**src/rtl/serial_frame_rx.sv**
```systemverilog
// serial_frame_rx: frames qualified serial bits into words.
// Start(1), WIDTH data MSB first, even parity, stop(0).
//
// Ports:
//   clk, reset  rising clock, sync active-high reset
//   bit_valid   qualifies bit_in on an edge
//   bit_in      serial data from the upstream stage
//   out_data    received word, stable while out_valid
//   out_valid   word available to the consumer
//   out_ready   consumer accepts on out_valid & out_ready
//   parity_err  1-cycle pulse, word dropped
//   frame_err   1-cycle pulse, word dropped
//   overrun     sticky: good word lost to a full output
//   busy        receiver is inside a frame
module serial_frame_rx #(
  parameter int WIDTH     = 8,
  parameter bit PARITY_EN = 1'b1
) (
  input  logic             clk,
  input  logic             reset,
  input  logic             bit_valid,
  input  logic             bit_in,
  output logic [WIDTH-1:0] out_data,
  output logic             out_valid,
  input  logic             out_ready,
  output logic             parity_err,
  output logic             frame_err,
  output logic             overrun,
  output logic             busy
);

  localparam int CW = $clog2(WIDTH);

  typedef enum logic [1:0] {
    IDLE,
    SHIFT,
    PARITY,
    STOP
  } state_e;

  state_e           state_q, state_d;
  logic [WIDTH-1:0] sr_q, sr_d;
  logic [CW-1:0]    cnt_q, cnt_d;
  logic [WIDTH-1:0] data_q, data_d;
  logic             valid_q, valid_d;
  logic             perr_q, perr_d;
  logic             ferr_q, ferr_d;
  logic             ovr_q, ovr_d;
  logic             good;

  always_ff @(posedge clk) begin
    if (reset) begin
      state_q <= IDLE;
      sr_q    <= '0;
      cnt_q   <= '0;
      data_q  <= '0;
      valid_q <= 1'b0;
      perr_q  <= 1'b0;
      ferr_q  <= 1'b0;
      ovr_q   <= 1'b0;
    end else begin
      state_q <= state_d;
      sr_q    <= sr_d;
      cnt_q   <= cnt_d;
      data_q  <= data_d;
      valid_q <= valid_d;
      perr_q  <= perr_d;
      ferr_q  <= ferr_d;
      ovr_q   <= ovr_d;
    end
  end

  always_comb begin
    state_d = state_q;
    sr_d    = sr_q;
    cnt_d   = cnt_q;
    perr_d  = 1'b0;
    ferr_d  = 1'b0;
    good    = 1'b0;
    if (bit_valid) begin
      unique case (state_q)
        IDLE: begin
          if (bit_in) begin
            state_d = SHIFT;
            cnt_d   = '0;
          end
        end
        SHIFT: begin
          sr_d  = {sr_q[WIDTH-2:0], bit_in};
          cnt_d = cnt_q + CW'(1);
          if (cnt_q == CW'(WIDTH - 1)) begin
            state_d = PARITY_EN ? PARITY : STOP;
          end
        end
        PARITY: begin
          if (bit_in == ^sr_q) begin
            state_d = STOP;
          end else begin
            perr_d  = 1'b1;
            state_d = IDLE;
          end
        end
        STOP: begin
          state_d = IDLE;
          if (bit_in) ferr_d = 1'b1;
          else        good   = 1'b1;
        end
        default: state_d = IDLE;
      endcase
    end
  end

  // Output slot: a pop this cycle frees room for a new word.
  always_comb begin
    data_d  = data_q;
    valid_d = valid_q;
    ovr_d   = ovr_q;
    if (valid_q && out_ready) valid_d = 1'b0;
    if (good) begin
      if (!valid_q || out_ready) begin
        data_d  = sr_q;
        valid_d = 1'b1;
      end else begin
        ovr_d = 1'b1;
      end
    end
  end

  assign out_data   = data_q;
  assign out_valid  = valid_q;
  assign parity_err = perr_q;
  assign frame_err  = ferr_q;
  assign overrun    = ovr_q;
  assign busy       = (state_q != IDLE);

endmodule

```
**config.mk**
```make
export PLATFORM = sky130hd
export DESIGN_NAME = serial_frame_rx
export DESIGN_NICKNAME = d
export VERILOG_FILES = /design/src/rtl/serial_frame_rx.sv
export SDC_FILE = /design/constraint.sdc
export NUM_CORES = 1
export LEC_CHECK = 0
export CAP_MARGIN = 20
export CORE_AREA = 2 2 53 55
export DETAILED_ROUTE_END_ITERATION = 10
export DIE_AREA = 0 0 55 57
export PLACE_DENSITY = 0.68
export SKIP_CTS_REPAIR_TIMING = 1
export SLEW_MARGIN = 20
export SYNTH_ARGS = -nofsm -noshare
export SYNTH_HDL_FRONTEND = slang
export SYNTH_SLANG_ARGS = --single-unit
```
**constraint.sdc**
```tcl
create_clock -name clk -period 3.1 [get_ports clk]
set_clock_uncertainty 0.1 [all_clocks]
set_input_delay 0.62 -clock clk [delete_from_list [all_inputs] [get_ports clk]]
set_output_delay 0.62 -clock clk [all_outputs]
set_load 0.01 [all_outputs]
```
After elaboration in Yosys (flattened, before gate mapping)
Index checks and enable logic that the tools add are counted.
{"block": "classes", "n_addsub": 1, "n_eq_ne": 7, "mux": 14, "bitwise_logic": 4, "reduce_logical": 14}
{"op": "1-bit two-way mux", "n": 8}
{"op": "2-bit one-hot mux with 4 select lines", "n": 1}
{"op": "8-bit XOR reduction", "n": 1}
{"op": "2-bit two-way mux", "n": 3}
{"op": "3-bit one-hot mux with 2 select lines", "n": 1}
{"op": "2-bit AND reduction", "n": 3}
{"op": "3-bit AND reduction", "n": 2}
{"op": "3-bit OR reduction", "n": 2}
{"op": "2-bit equality test (second input constant)", "n": 2}
{"op": "2-bit != test (second input constant)", "n": 2}
{"op": "1-bit NOT", "n": 4}
{"op": "2-bit nonzero test", "n": 2}
{"op": "3-bit by 1-bit adder with 3-bit output (second input constant)", "n": 1}
{"op": "3-bit equality test (second input constant)", "n": 1}
{"op": "3-bit two-way mux", "n": 1}
{"op": "2-bit by 1-bit equality test with 1-bit output (second input constant)", "n": 1}
{"op": "2-bit logical NOT", "n": 1}
{"op": "1-bit equality test", "n": 1}
{"op": "1-bit logical AND", "n": 1}
{"op": "1-bit logical NOT", "n": 1}
{"op": "1-bit logical OR", "n": 1}
{"block": "word_totals", "regBits": 25, "inputBits": 5, "output_inout_bits": 13, "word_cells": 48}

Longest topological paths before layout
{"block": "depth", "word_depth": 4, "mapped_depth": 6, "mapped_depth_nobuf": 6}

Worst setup path after synthesis
OpenSTA, ideal clock, no wires.
{"block": "synth_path", "path_type": "input -> register", "start": "input port bit_in", "end": "register state_q[1]", "setup_ns": 0.122, "arrival_ns": 1.530, "required_time_ns": 2.878, "setup_slack_ns": 1.348, "path_stages": 3, "path_buffers": 0, "path_cell_list": "xnor2_1 > xnor3_2 > a221o_2"}
{"block": "synth_between", "elab_chain_len": 3, "word_cells_on_any_way": 5, "classes_between": "2 x eq/ne; 2 x mux; 1 x reduce/logical"}
{"item": "start, declared", "line_no": "22", "source": "input logic bit_in,"}
{"item": "1-bit equality test", "line_no": "96", "source": "if (bit_in == ^sr_q) begin"}
{"item": "2-bit two-way mux", "line_no": "96"}
{"item": "2-bit one-hot mux with 4 select lines", "line_no": "81", "source": "unique case (state_q)"}
{"item": "end signal, assigned", "line_no": "62", "source": "state_q <= state_d;"}
{"item": "end, declared", "line_no": "41", "source": "state_e state_q, state_d;"}
Several ways; a longest one is shown, not always the timed one.
A chain may end at the register's enable or synchronous reset.

Worst setup path after layout
{"block": "layout_path", "start": "register state_q[0]", "end": "output port busy"}
{"block": "layout_between", "elab_chain_len": 1}
{"item": "2-bit nonzero test", "line_no": "134", "source": "assign busy = (state_q != IDLE);"}
{"item": "end, declared", "line_no": "29", "source": "output logic busy"}
No other way between the ends.

==> impl_metrics.py <==
metrics = {
    "setup_path": {
        "worst-path-stages": 2,
        "path_cells": "or2_2 -> clkdlybuf4s50_1",
        "cp.required_ns": 2.38,
        "cpPeakStageDelay_ns": 0.67,
        "path_delay_family": "flip-flops",
        "end_kind": "output port",
        "reg2reg_depth": 3,
        "cp_num_buf_inv": 1,
        "crit_type": "reg2out",
        "worstSetupStartpointType": "register",
        "cp_slowest_cell": "dfxtp_1",
        "cp_max_fo": 16,
        "crit_arrival_ns": 1.71,
    },
    "yosys": {
        "async_flop_share": 0,
        "synth_edf_count": 0,
        "yosys_warnings": 0,
        "syn_inst": 113,
        "yosysTopAreaCell": "dfxtp_1",
        "post_synth.cell_area_avg_um2": 10.0,
        "synth_area_um2": 1130,
        "ys_top_cells_by_area": "dfxtp_1 44%, mux2i_1 15%, nor2_1 6.6%",
        "synth_nets": 120,
        "synth_ff_type": "dfxtp_1",
        "yosysTopAreaCellShare": 0.441,
        "ys_seq_area_frac": 0.441,
        "synth_seq_cells": 25,
        "ys_types": 31,
    },
    "sta": {
        "final.setup.tns_ns": 0,
        "finalSetupViolations": 0,
        "max_freq_mhz": 411,
        "relSlewSlack": 0.655,
        "finalMaxSlewViolations": 0,
        "worst_pin_slew_ns": 0.515,
        "hold_viol": 0,
        "rsz0062_at_grt": "no",
        "min_period_over_period": 0.784,
        "setup_slack_ns": 0.668,
        "finalCriticalPeriod_ns": 2.43,
    },
    "grt": {
        "grt_overflow": 0,
        "grt_usage": 0.151,
        "grt_max_degree": 17,
        "grt_pass1_wl_mm": 3.57,
        "grt_pass1_vias": 854,
        "grt_antenna_before_repair": 0,
    },
    "route": {
        "vias": 805,
        "postRouteAntennaNets": 0,
        "dr_wl_met2_um": 889,
        "wl_met1_um": 954,
        "detail_route.first_pass.iterations": 4,
        "drc": 0,
        "wl_per_cell_um": 12.2,
        "routed_wirelength_mm": 1.94,
        "top_layer": "met4",
        "route.met3.wl_um": 59,
        "drt_iter0_markers": 5,
        "vias_per_cell": 5.06,
    },
    "cts": {
        "clk_latency_ns": 0.32,
        "root_buffer": "clkbuf_4",
        "htreeDepth": 1,
        "cts_tree": "yes",
        "clockBufferDepth": 2,
        "cts.clk_slew.worst_paths_ns": 0.13,
        "cts_buffers": 3,
        "cts.sinks": 25,
    },
    "min_path": {
        "hold_depth": 2,
        "hold_class": "reg2reg",
    },
    "finish": {
        "layout_commonest_cell": "dfxtp_1",
        "fin_util": 0.508,
        "area_growth_pct": 17.0,
        "n_fill_cell": 264,
        "num_antenna_cells": 0,
        "drive_above_1_share": 0.0859,
        "register_area_um2": 500,
        "layout_common_cells": "25 x dfxtp_1, 20 x nor2_1, 17 x mux2i_1, 17 x clkdlybuf4s50_1",
        "nets": 136,
        "multi_input_area_um2": 568,
    },
    "placement": {
        "hpwlAfterDp_mm": 1.41,
        "portBuffers": 17,
        "dpl_worst_slack_ns": 0.682,
        "place.gp.congestion": 0.745,
    },
    "power": {
        "p_leak_uw": 0.000533,
        "ir_drop_uv": 274,
        "power.density_nw_per_um2": 387,
    },
    "floorplanning": {
        "rows": 19,
        "fp.coreArea_um2": 2620,
        "die_area_um2": 3140,
        "start_util": 0.434,
        "io_pins": 18,
        "die_y_um": 57,
        "die_w_um": 55,
    },
    "job": {
        "max_cap_violations": 0,
    },
    "status": {
        "status": "complete, no violations",
    },
}
-- worst reg2reg max path, stage by stage (launching register included) --
cell      delay [ns]
dfxtp_1         0.67
nand3b_1        0.50
mux2i_1         0.28
nor2_1          0.06
-- area by class of cell --
| cell class | instances | share of cell area |
|---|---|---|
| tap | 31 | 0.0292 |
| clock inverter | 1 | 0.00377 |
| clock buffer | 3 | 0.0170 |
| multi-input combinational | 78 | 0.428 |
| sequential | 25 | 0.377 |
| timing repair buffer | 19 | 0.139 |
| inverter | 2 | 0.00566 |
-- metal layers --
metal / GRT usage / up-vias
met5: 0 / -
met3: 0.0262 / 5
li1: - / 415
met1: 0.200 / 370
met4: 0.0767 / 0
met2: 0.233 / 15
-- registers in the layout, indices dropped and copies added, names as in the netlist --
register / flops
out_data: 8
sr_q: 8
cnt_q: 3
state_q: 2
frame_err: 1
out_valid: 1
overrun: 1
parity_err: 1
-- worst paths after layout --
check	from	end	slack, ns
max	state_q[0]	busy	0.67
min	cnt_q[1]	cnt_q[1]	0.37
max reg2reg	state_q[0]	sr_q[6]	1.38
min reg2reg	cnt_q[1]	cnt_q[1]	0.37
-- where the power goes --
group / internal [uW] / leakage (uW) / switching [uW]
Clock: 48.3 / 0.0000177 / 93.0
Combinational: 20.5 / 0.000313 / 21.0
Sequential: 324 / 0.000202 / 6.99
-- per-stage QoR --
step           cells  total power, uW  hold WS, ns  area (um2)
3_5_place_dp     155              380        0.357        1300
6_report         159              514        0.373        1330
2_1_floorplan    113              370        0.336        1130
3_3_place_gp     155              379        0.345        1300
5_1_grt          159              543        0.395        1330
4_1_cts          159              522        0.378        1330
-- logic make-up (layout without fill, tap and decap cells) --
kind of cell / Yosys count / in the layout / synth area share
AOI/OAI and AO/OA: 9 / 9 / 0.0507
buffers and inverters: 10 / 25 / 0.0584
adders and majority gates: 2 / 2 / 0.0220
DFF: 25 / 25 / 0.441
and+or+nand+nor: 44 / 44 / 0.204
muxes: 17 / 17 / 0.150
xor gates and xnor gates: 6 / 6 / 0.0739
-- cells in the mapped netlist (2+ instances only) --
library cell,count
xor2_1,2
nor2_1,20
mux2i_1,17
buf_6,3
xnor2_1,2
nor2b_1,2
a21oi_1,6
buf_2,2
nand2b_1,2
dfxtp_1,25
nand4b_1,3
nand3b_1,2
ha_1,2
inv_1,2
nand2_1,6
clkbuf_1,2
(Power assumes the default switching activity.)
